===== src/rtl/wb_spi_fifo.sv =====
// Wishbone register front-end with TX/RX byte FIFOs feeding an SPI shift engine.
// DATA pushes TX / pops RX, STATUS reports levels and sticky overflows, CONTROL flushes.
module wb_spi_fifo #(
  parameter logic [31:0] BASE_ADR = 32'h0100_0100,
  parameter int          DEPTH    = 8
) (
  input  logic        wb_clk_i,
  input  logic        wb_rst_ni,
  input  logic [31:0] wb_adr_i,
  input  logic [31:0] wb_dat_i,
  input  logic [3:0]  wb_sel_i,
  input  logic        wb_we_i,
  input  logic        wb_cyc_i,
  input  logic        wb_stb_i,
  output logic        wb_ack_o,
  output logic [31:0] wb_dat_o,
  output logic        tx_valid_o,
  output logic [7:0]  tx_data_o,
  input  logic        tx_ready_i,
  input  logic        rx_valid_i,
  input  logic [7:0]  rx_data_i,
  input  logic        spi_busy_i
);

  localparam int AW = $clog2(DEPTH);
  localparam int CW = AW + 1;
  localparam logic [31:0] ADR_DATA = BASE_ADR;
  localparam logic [31:0] ADR_STAT = BASE_ADR + 32'd4;
  localparam logic [31:0] ADR_CTRL = BASE_ADR + 32'd8;
  localparam logic [CW-1:0] FULL_CNT = CW'(DEPTH);

  logic [7:0]    tx_mem_q [DEPTH];
  logic [7:0]    rx_mem_q [DEPTH];
  logic [AW-1:0] tx_wr_q, tx_rd_q, rx_wr_q, rx_rd_q;
  logic [AW-1:0] tx_wr_d, tx_rd_d, rx_wr_d, rx_rd_d;
  logic [CW-1:0] tx_cnt_q, rx_cnt_q, tx_cnt_d, rx_cnt_d;
  logic          tx_ovf_q, rx_ovf_q, tx_ovf_d, rx_ovf_d;
  logic          ack_q;
  logic [31:0]   dat_q;

  logic        req, acc_data, acc_stat, acc_ctrl, accept;
  logic        tx_full, rx_full, tx_empty, rx_empty;
  logic        tx_push_req, tx_push, tx_pop, tx_flush, tx_ovf_set;
  logic        rx_push_req, rx_push, rx_pop, rx_flush, rx_ovf_set;
  logic [31:0] status, rdata;
  logic        unused_bits;

  assign unused_bits = ^{wb_sel_i[3:1], wb_dat_i[31:8]};

  // Decode: a held strobe cannot be re-accepted while its ack is still out.
  assign req      = wb_cyc_i & wb_stb_i & ~ack_q;
  assign acc_data = req & (wb_adr_i == ADR_DATA);
  assign acc_stat = req & (wb_adr_i == ADR_STAT);
  assign acc_ctrl = req & (wb_adr_i == ADR_CTRL);
  assign accept   = acc_data | acc_stat | acc_ctrl;

  assign tx_full  = (tx_cnt_q == FULL_CNT);
  assign rx_full  = (rx_cnt_q == FULL_CNT);
  assign tx_empty = (tx_cnt_q == '0);
  assign rx_empty = (rx_cnt_q == '0);

  // A pop frees a slot in the same cycle, so push on full succeeds alongside it.
  assign tx_pop      = ~tx_empty & tx_ready_i;
  assign tx_flush    = acc_ctrl & wb_we_i & wb_dat_i[0];
  assign tx_push_req = acc_data & wb_we_i & wb_sel_i[0];
  assign tx_push     = tx_push_req & (~tx_full | tx_pop) & ~tx_flush;
  assign tx_ovf_set  = tx_push_req & tx_full & ~tx_pop & ~tx_flush;

  assign rx_pop      = acc_data & ~wb_we_i & ~rx_empty;
  assign rx_flush    = acc_ctrl & wb_we_i & wb_dat_i[1];
  assign rx_push_req = rx_valid_i;
  assign rx_push     = rx_push_req & (~rx_full | rx_pop) & ~rx_flush;
  assign rx_ovf_set  = rx_push_req & rx_full & ~rx_pop & ~rx_flush;

  always_comb begin
    status        = '0;
    status[0]     = tx_empty;
    status[1]     = tx_full;
    status[2]     = rx_empty;
    status[3]     = rx_full;
    status[4]     = tx_ovf_q;
    status[5]     = rx_ovf_q;
    status[6]     = tx_empty & ~spi_busy_i;
    status[15:8]  = 8'(tx_cnt_q);
    status[23:16] = 8'(rx_cnt_q);
  end

  always_comb begin
    rdata = '0;
    if (acc_data & ~wb_we_i & ~rx_empty) rdata = {23'b0, 1'b1, rx_mem_q[rx_rd_q]};
    else if (acc_stat & ~wb_we_i)        rdata = status;
  end

  always_comb begin
    tx_wr_d  = tx_push ? tx_wr_q + AW'(1) : tx_wr_q;
    tx_rd_d  = tx_pop  ? tx_rd_q + AW'(1) : tx_rd_q;
    tx_cnt_d = tx_cnt_q + CW'(tx_push) - CW'(tx_pop);
    if (tx_flush) begin
      tx_wr_d  = '0;
      tx_rd_d  = '0;
      tx_cnt_d = '0;
    end
    rx_wr_d  = rx_push ? rx_wr_q + AW'(1) : rx_wr_q;
    rx_rd_d  = rx_pop  ? rx_rd_q + AW'(1) : rx_rd_q;
    rx_cnt_d = rx_cnt_q + CW'(rx_push) - CW'(rx_pop);
    if (rx_flush) begin
      rx_wr_d  = '0;
      rx_rd_d  = '0;
      rx_cnt_d = '0;
    end
    // W1C clear first, so a same-cycle overflow keeps the flag set.
    tx_ovf_d = tx_ovf_set | (tx_ovf_q & ~(acc_stat & wb_we_i & wb_dat_i[4]));
    rx_ovf_d = rx_ovf_set | (rx_ovf_q & ~(acc_stat & wb_we_i & wb_dat_i[5]));
  end

  always_ff @(posedge wb_clk_i or negedge wb_rst_ni) begin
    if (!wb_rst_ni) begin
      for (int i = 0; i < DEPTH; i++) begin
        tx_mem_q[i] <= '0;
        rx_mem_q[i] <= '0;
      end
      tx_wr_q  <= '0;
      tx_rd_q  <= '0;
      rx_wr_q  <= '0;
      rx_rd_q  <= '0;
      tx_cnt_q <= '0;
      rx_cnt_q <= '0;
      tx_ovf_q <= 1'b0;
      rx_ovf_q <= 1'b0;
      ack_q    <= 1'b0;
      dat_q    <= '0;
    end else begin
      if (tx_push) tx_mem_q[tx_wr_q] <= wb_dat_i[7:0];
      if (rx_push) rx_mem_q[rx_wr_q] <= rx_data_i;
      tx_wr_q  <= tx_wr_d;
      tx_rd_q  <= tx_rd_d;
      rx_wr_q  <= rx_wr_d;
      rx_rd_q  <= rx_rd_d;
      tx_cnt_q <= tx_cnt_d;
      rx_cnt_q <= rx_cnt_d;
      tx_ovf_q <= tx_ovf_d;
      rx_ovf_q <= rx_ovf_d;
      ack_q    <= accept;
      dat_q    <= rdata;
    end
  end

  assign wb_ack_o   = ack_q;
  assign wb_dat_o   = dat_q;
  assign tx_valid_o = ~tx_empty;
  assign tx_data_o  = tx_mem_q[tx_rd_q];

endmodule


===== config.mk =====
export PLATFORM = sky130hd
export DESIGN_NAME = wb_spi_fifo
export DESIGN_NICKNAME = d
export VERILOG_FILES = /design/src/rtl/wb_spi_fifo.sv
export SDC_FILE = /design/constraint.sdc
export NUM_CORES = 1
export LEC_CHECK = 0
export ABC_AREA = 1
export BUFFER_PORTS_ARGS = -buffer_cell sky130_fd_sc_hd__buf_2
export CORE_MARGIN = 2
export CORE_UTILIZATION = 25
export CTS_CLUSTER_DIAMETER = 50
export DETAILED_ROUTE_END_ITERATION = 16
export GPL_ROUTABILITY_DRIVEN = 1
export PLACE_DENSITY = 0.44
export SLEW_MARGIN = 30
export SYNTH_ARGS = -nofsm -noshare
export SYNTH_HDL_FRONTEND = slang
export SYNTH_SLANG_ARGS = --single-unit

===== constraint.sdc =====
create_clock -name wb_clk_i -period 2.25 [get_ports wb_clk_i]
set_input_delay 0.45 -clock wb_clk_i [delete_from_list [all_inputs] [get_ports wb_clk_i]]
set_output_delay 0.45 -clock wb_clk_i [all_outputs]
set_load 0.02 [all_outputs]

# ---- After elaboration in Yosys (flattened, before gate mapping)
# Index checks and enable logic that the tools add are counted.
dict set report word_totals {
  ff_bits 183
  latchBits 0
  ramBits 0
  rom_bits 0
  out_inout_bits 42
  elab_cells 130
  memories 0
}
dict set report op_classes {
  n_addsub 8
  n_mul 0
  div 0
  n_lt_le_gt_ge 6
  eq_ne 5
  n_shift 0
  mux 24
  n_bitwise 53
  reduce_logical 8
}
# cell n
set op_table {}
lappend op_table {{$bwmux W64} 2}
lappend op_table {{$eq A32 B25 Y1 const B} 3}
lappend op_table {{$bmux W8 S3} 2}
lappend op_table {{$demux W8 S3} 2}
lappend op_table {{$mux W8} 6}
lappend op_table {{$mux W20} 2}
lappend op_table {{$and A1 B1 Y1} 30}
lappend op_table {{$mux W3} 8}
lappend op_table {{$ge A4 B4 Y1 const B} 4}
lappend op_table {{$not A3 Y4} 4}
lappend op_table {{$not A1 Y1} 13}
lappend op_table {{$add A3 B1 Y3 const B} 4}
lappend op_table {{$add A4 B1 Y4} 2}
lappend op_table {{$eq A4 B4 Y1 const B} 2}
lappend op_table {{$logic_not A4 Y1} 2}
lappend op_table {{$lt A4 B1 Y1 const B} 2}
lappend op_table {{$mux W4} 2}
lappend op_table {{$reduce_bool A2 Y1} 4}
lappend op_table {{$sub A4 B1 Y4} 2}
lappend op_table {{$or A1 B1 Y1} 6}
lappend op_table {{$logic_and A1 B1 Y1} 2}

# ---- Logic depth before layout (Yosys ltp)
# Gate-level depths: netlist of the first run.
dict set report logic_depth {
  depth_word 11
  mapped_depth 18
  mapped_depth_nobuf 17
}

# ---- Worst setup path before layout of the first run
# OpenSTA, ideal clock, no wires.
dict set report synth_timing {
  kind {input to register}
  start {input port wb_adr_i[21]}
  end {register rx_cnt_q[2]}
  setup_ps 114
  t_arrival_ps 2546
  required_ps 2136
  path_slack_ps -409
  stages 16
  cell_sequence {nor2_1 nand2_1 nor2_1 nand2_1 nor2_4 nand3_2 nand2_2 buf_2 nand2_1 ha_1 inv_1 ha_1 fa_1 xor2_1 nand2_1 inv_1}
}
dict set report synth_via {
  elab_chain_cells 10
  word_cells_on_any_way 15
}
# item line_no
set synth_rtl {}
lappend synth_rtl {{start: declaration} 9} ;# input logic [31:0] wb_adr_i,
lappend synth_rtl {{$eq A32 B25 Y1} 52} ;# assign acc_data = req & (wb_adr_i == ADR_DATA);
lappend synth_rtl {{$and A1 B1 Y1} 52}
lappend synth_rtl {{$and A1 B1 Y1 (2 in a row)} 69} ;# assign rx_pop = acc_data & ~wb_we_i & ~rx_empty;
lappend synth_rtl {{$or A1 B1 Y1} 72} ;# assign rx_push = rx_push_req & (~rx_full | rx_pop) & ~rx_flush;
lappend synth_rtl {{$and A1 B1 Y1 (2 in a row)} 72}
lappend synth_rtl {{$add A4 B1 Y4} 105} ;# rx_cnt_d = rx_cnt_q + CW'(rx_push) - CW'(rx_pop);
lappend synth_rtl {{$sub A4 B1 Y4} 105}
lappend synth_rtl {{$mux W4 (*)} 106} ;# if (rx_flush) begin
lappend synth_rtl {{net rx_cnt_d[2]} 36} ;# logic [CW-1:0] tx_cnt_q, rx_cnt_q, tx_cnt_d, rx_cnt_d;
lappend synth_rtl {{end signal: assignment} 140} ;# rx_cnt_q <= rx_cnt_d;
lappend synth_rtl {{end: declaration} 36}
# The timed path passes the listed nets; every way through them passes the cells marked *.
# A chain may end at the register's enable or synchronous reset.

# ---- Worst setup path in the final report of the first run
dict set report layout_timing {
  start {register tx_rd_q[0]}
  end {output port tx_data_o[5]}
}
dict set report layout_via {
  elab_chain_cells 4
}
# item line_no
set layout_rtl {}
lappend layout_rtl {{start: declaration} 34} ;# logic [AW-1:0] tx_wr_q, tx_rd_q, rx_wr_q, rx_rd_q;
lappend layout_rtl {{start signal: assignment} 136} ;# tx_rd_q <= tx_rd_d;
lappend layout_rtl {{$not A3 Y4 (not written as such)} 151} ;# assign tx_data_o = tx_mem_q[tx_rd_q];
lappend layout_rtl {{$bmux W8 S3} 151}
lappend layout_rtl {{$mux W8 (not written as such) (2 in a row)} 151}
lappend layout_rtl {{end: declaration} 18} ;# output logic [7:0] tx_data_o,
# No other way between the ends. The select of a mux whose other input is x is not followed.

==> summary.txt, run 1 <==
diode count -> 0
Top Metal Used -> met4
CP Capture Type -> primary output
total gr overflow -> 0
Cells after DPL -> 1684
FFs w/ async S/R, synth -> 100%
hold violation count in the final report -> 0
outcome -> complete, but fails checks
routed len/inst -> 16.0 um
first-pass GRT wire length -> 45000 um
Worst-Margin Slew -> 579 ps
top cells by count, synth -> nand2_1 (347), dfrtp_1 (167), nor2_1 (119)
final worst slack -> -82.4 ps
Critical Path Start Type -> flip-flop
Core Area -> 34300 um2
count of input and output buffers -> 82
Hold WS -> 201 ps
initial antenna violation count -> 0
htree depth -> 4
period utilisation layout -> 104%
Ys Warns -> 0
max cap viols -> 0
layout net count -> 1357
Vias -> 7932
Worst Setup SP -> tx_rd_q[0]
CTS Buf Count -> 17
DRC errors left -> 0
number of fill cells -> 3710
reg2reg path depth -> 15
flops & latches, synth -> 167
CP arrival -> 1880 ps
Cell variety after synth -> 34
clk buf depth -> 2
Fin Clk Skew -> 9.09 ps
worst hold-check path type -> in2reg
Leak Pwr -> 5.69 nW
routed wl met2 -> 13800 um
EDFF count, synth -> 0
crit path capture -> tx_data_o[5]
WL met1 -> 12300 um
drt first pass iters -> 4
synthesized area -> 8650 um2
Max Freq -> 429 MHz
share of the synthesized area in the top cell type -> 48.3%
final wirelength -> 27500 um
Initial Utilization -> 25.2%
layout cells sized above 1 -> 22.6%
met3 WL post-DR -> 1120 um
Die H -> 190 um
fin. max-slew vios -> 0
Reg clk slew, reported paths -> 70 ps
RR Endpoint -> rx_cnt_q[2]
Die Wd -> 190 um
full die area -> 36100 um2
maximum vdd ir drop -> 0.529 mV
DRT antenna net count -> 0
Area contributors post-synth -> dfrtp_1 (48%), nand2_1 (15%), nand3_1 (5.6%)
routability cong. -> 0.790
setup_tns -> -327 ps
Seq/Total Area, Yosys -> 48.3%
RSZ-0062 raised after global routing -> true
Pwr Density -> 1030 nW/um2
Non-Filler Instances -> 1723
synthesis-to-layout area growth -> 28.1%
detailed-placement wirelength estimate -> 18900 um
pin count of the biggest net entering global routing -> 74
Post-synth top flop -> dfrtp_1
Ports -> 126
RR Startpoint -> wb_ack_o
Yosys top cell by area -> dfrtp_1
dpl ws -> -346 ps
min cycle time layout -> 2330 ps
CP max FO -> 25
setup slack, reg-to-reg -> -20 ps
clk sink count -> 167
vias in the first global route -> 8047
CTS tree -> done
worst skew pair latency -> 440 ps
final number of setup-violating endpoints -> 9
row cnt -> 68
gr usage total -> 16.1%
Max-slew headroom -> 61.4%
count leader, synth -> nand2_1
Syn Area/Cell -> 7.82 um2
initial drt markers -> 446
WP data required -> 1800 ps
crit path kind -> reg2out
vias per cell -> 4.60
Root Driver -> clkbuf_16
Gate Count Post-Synth -> 1105
failing checks -> negative setup slack
==> power breakdown <==
part           switching (W)  internal, W
sequential          0.000423      0.00366
clock                0.00134      0.00166
combinational        0.00253      0.00182
==> sequential cells by signal (all words and copies together) (netlist names) <==
register / cells
tx_mem_q: 64
rx_rd_q: 3
tx_ovf_q: 1
wb_dat_o: 16
rx_mem_q: 64
tx_cnt_q: 4
rx_wr_q: 3
wb_ack_o: 1
tx_wr_q: 3
rx_ovf_q: 1
rx_cnt_q: 4
tx_rd_q: 3
==> placed cells by master, fill, tap and decap left out, types with 4 or more instances in the layout <==
cell type and count:
a21oi_1 9, a31oi_1 8, buf_12 4, buf_2 73, buf_4 112, buf_6 9, clkbuf_16 17, clkinv_4 4
conb_1 16, dfrtp_1 166, ha_1 12, ha_4 4, inv_1 44, inv_2 4, inv_6 6, mux2i_1 4
nand2_1 343, nand3_1 93, nand3_2 7, nand4_1 69, nor2_1 104, nor2_2 10, nor2_4 8, nor3_1 14
o21ai_0 57, o21ai_1 8, o221ai_1 4, o22ai_1 13, o22ai_2 5, xor2_1 4
==> routing by layer <==
layer	track usage, %	vias up
li1	-	3924
met1	21.1	3825
met2	27.4	165
met3	2.97	18
met4	3.82	0
met5	0	-
==> worst min path at each step <==
stage,startpoint,end,slack (ps),depth (start not counted)
after global placement,wb_rst_ni,tx_mem_q[63],390,1
after global routing,spi_busy_i,wb_dat_o[6],200,2
after detailed placement,wb_rst_ni,tx_mem_q[63],390,1
after floorplan,wb_rst_ni,rx_cnt_q[0],150,0
final,spi_busy_i,wb_dat_o[6],200,2
after CTS,spi_busy_i,wb_dat_o[6],180,2
==> layout make-up <==
cell class | instances | area (um2) | share of cell area [%]
clock buffer | 18 | 429 | 3.88
clock inverter | 14 | 163 | 1.47
inverter | 54 | 214 | 1.93
multi-input combinational | 813 | 4080 | 36.8
sequential | 167 | 4180 | 37.8
tap | 455 | 569 | 5.14
timing repair buffer | 202 | 1440 | 13.0
==> cells by family (layout without fill, tap and decap cells) <==
kind of cell | count (synthesis) | count (layout) | synth area share, %
compound gates | 110 | 110 | 7.06
fa+ha+maj | 18 | 18 | 2.78
other cells | 1 | 16 | 0.0434
xor+xnor | 4 | 4 | 0.405
buf+inv | 140 | 288 | 7.48
simple gates | 661 | 661 | 33.4
mux | 4 | 4 | 0.463
flops | 167 | 167 | 48.3
==> per-stage QoR <==
stage	utilization (%)	instance area, um2	total power (W)
5_1_grt	32.3	11100	0.0123
2_1_floorplan	-	8840	0.00661
4_1_cts	32.1	11000	0.0115
3_5_place_dp	29.9	10200	0.00810
3_3_place_gp	29.9	10200	0.00810
6_report	32.3	11100	0.0114
==> worst max-delay path, stage by stage, from the launching register on <==
cell and delay [ps]:
dfrtp_2 430, buf_12 190, o21ai_1 100, o22ai_2 200, nor2_1 80, a31oi_1 230
buf_4 190
==> timing repair <==
action	CTS	global route
endpoints found under the hold margin	31	0
pin swaps	5	13
cloned	1	0
hold buffers	1	0
gates resized for setup	30	31
buffers inserted	6	0
endpoints found under the setup margin	20	48
(Power assumes the default switching activity.)
==> run 2, diff against run 1 <==
==> constraint.sdc (replaced) <==
create_clock -name wb_clk_i -period 2.25 [get_ports wb_clk_i]
set_input_delay 0.45 -clock wb_clk_i [delete_from_list [all_inputs] [get_ports wb_clk_i]]
set_output_delay 0.45 -clock wb_clk_i [all_outputs]
set_load 0.05 [all_outputs]
==> run 2 against run 1 <==
Net effect: the run still ends with negative setup slack left; sequential share of layout area down 1.3 points; first-iteration DRC count up 9.9%; largest cell class is now multi-input combinational cells; fmax up 0.65%; critical path depth up 1; clock skew up 1.7 ps; sequential power about the same; via count up 0.87%; largest power group unchanged; global-route usage down 0.35 points; design area up 3.6%; flip-flop and latch count unchanged; non-clock buffer count up 19.
==> summary.txt, run 2 (synthesis results as in run 1) <==
outcome -> complete, but fails checks
failing checks -> negative setup slack
layer with the highest usage -> met2
GR Util met3 -> 2.90%
final wirelength -> 27500 um
final worst slack -> -67.3 ps
final instance area -> 11500 um2
Pwr Density -> 1080 nW/um2
detailed-placement wirelength estimate -> 19000 um
Crit path max-delay family -> buffers and inverters
min cycle time layout -> 2320 ps
layout net count -> 1376
Max Freq -> 432 MHz
CP max FO -> 8
final number of setup-violating endpoints -> 9
CTS Buf Count -> 17
synthesis-to-layout area growth -> 32.6%
CP arrival -> 1870 ps
vias in the first global route -> 7940
initial drt markers -> 490
Seq pwr share -> 32.7%
Leak Pwr -> 5.82 nW
register area -> 4180 um2
CP max stage delay -> 440 ps
clock share of power -> 24.7%
vias per cell -> 4.59
most frequent cells in the layout -> nand2_1 (341), dfrtp_1 (165), buf_4 (119)
Gate power share -> 42.6%
WP data required -> 1800 ps
M1 GR Usage -> 20.9%
worst skew pair latency -> 440 ps
hold violation count in the final report -> 0
most common cell after layout, fill and taps aside -> nand2_1
worst hold-check path type -> in2reg
Die H -> 190 um
Core Area -> 34300 um2
CP Capture Type -> primary output
initial antenna violation count -> 0
pin count of the biggest net entering global routing -> 56
Critical Path Start Type -> flip-flop
CP most frequent cell -> buf_6
clk sink count -> 167
Ports -> 126
max cap viols -> 0
Net Sw Frac -> 38.4%
row cnt -> 68
Die Wd -> 190 um
crit path kind -> reg2out
total gr overflow -> 0
dpl ws -> -358 ps
RSZ-0062 raised after global routing -> true
routed len/inst -> 15.8 um
period utilisation layout -> 103%
Worst-Margin Slew -> 604 ps
Vias -> 8001
Max-slew headroom -> 59.6%
Root Driver -> clkbuf_16
Fin Clk Skew -> 10.8 ps
DRC errors left -> 0
number of fill cells -> 3631
fin. max-slew vios -> 0
drt first pass iters -> 5
routability cong. -> 0.800
gr usage total -> 15.7%
CP cell instances -> buf_6 > buf_12 > o21ai_0 > o22ai_2 > nor2_1 > a31oi_2 > buf_6
Sw Pwr -> 0.00477 W
grt met2 use -> 26.4%
full die area -> 36100 um2
area post-placement -> 10400 um2
multi-input logic area -> 4220 um2
layout cells sized above 1 -> 25.9%
maximum vdd ir drop -> 1.05 mV
internal power -> 0.00767 W
WP buf/inv -> 3
Initial Utilization -> 25.2%
CTS tree -> done
fin util -> 33.4%
Reg clk slew, reported paths -> 70 ps
htree depth -> 4
clk buf depth -> 2
slowest cell on the critical path -> dfrtp_2
count of input and output buffers -> 82
DRT antenna net count -> 0
first-pass GRT wire length -> 44300 um
diode count -> 0
## run 2: cell type report
type	count	share of cell area, %
Sequential cell	167	36.5
Clock inverter	10	1.27
Inverter	54	1.84
Clock buffer	22	3.96
Multi-Input combinational cell	813	36.8
Timing Repair Buffer	221	14.7
Tap cell	455	4.96
## run 2: path summary, 6_finish.rpt
| kind | start | slack (ps) | end | cells after the start |
|---|---|---|---|---|
| max | tx_rd_q[0] | -70 | tx_data_o[2] | 7 |
| max reg2reg | wb_ack_o | -40 | rx_cnt_q[2] | 15 |
| min in group asynchronous | wb_rst_ni | 500 | tx_mem_q[24] | 2 |
| min reg2reg | rx_mem_q[17] | 470 | rx_mem_q[17] | 2 |
| min | spi_busy_i | 260 | wb_dat_o[6] | 2 |
| max in group asynchronous | wb_rst_ni | 1080 | rx_mem_q[13] | 3 |
## run 2: timing repair
item | in CTS | in global routing
hold buffers | 1 | 0
pin swaps | 18 | 11
cloned | 1 | 0
buffers inserted | 13 | 4
endpoints found under the setup margin | 11 | 31
resized for setup | 76 | 32
endpoints found under the hold margin | 35 | 0
## run 2: metrics by stage
stage	hold WS, ps	TNS (ps)	power [W]	cells
2_1_floorplan	154	-702	0.00703	1120
4_1_cts	243	-625	0.0124	1738
6_report	257	-388	0.0124	1742
3_3_place_gp	413	-6830	0.00854	1691
5_1_grt	233	-1780	0.0133	1742
3_5_place_dp	410	-6260	0.00858	1691
## run 2: routing by layer
| metal | up-vias | wire, um |
|---|---|---|
| met5 | - | 0 |
| met4 | 0 | 337 |
| met3 | 21 | 1050 |
| met2 | 163 | 13600 |
| met1 | 3848 | 12500 |
| li1 | 3969 | - |
## run 2: power by group through the flow
| stage | sequential (W) | clock [W] | combinational [W] |
|---|---|---|---|
| after global placement | 0.00409 | 0 | 0.00446 |
| after global routing | 0.00415 | 0.00330 | 0.00588 |
| final | 0.00407 | 0.00307 | 0.00530 |
| after detailed placement | 0.00409 | 0 | 0.00449 |
| after floorplan | 0.00396 | 0 | 0.00307 |
| after CTS | 0.00406 | 0.00316 | 0.00519 |
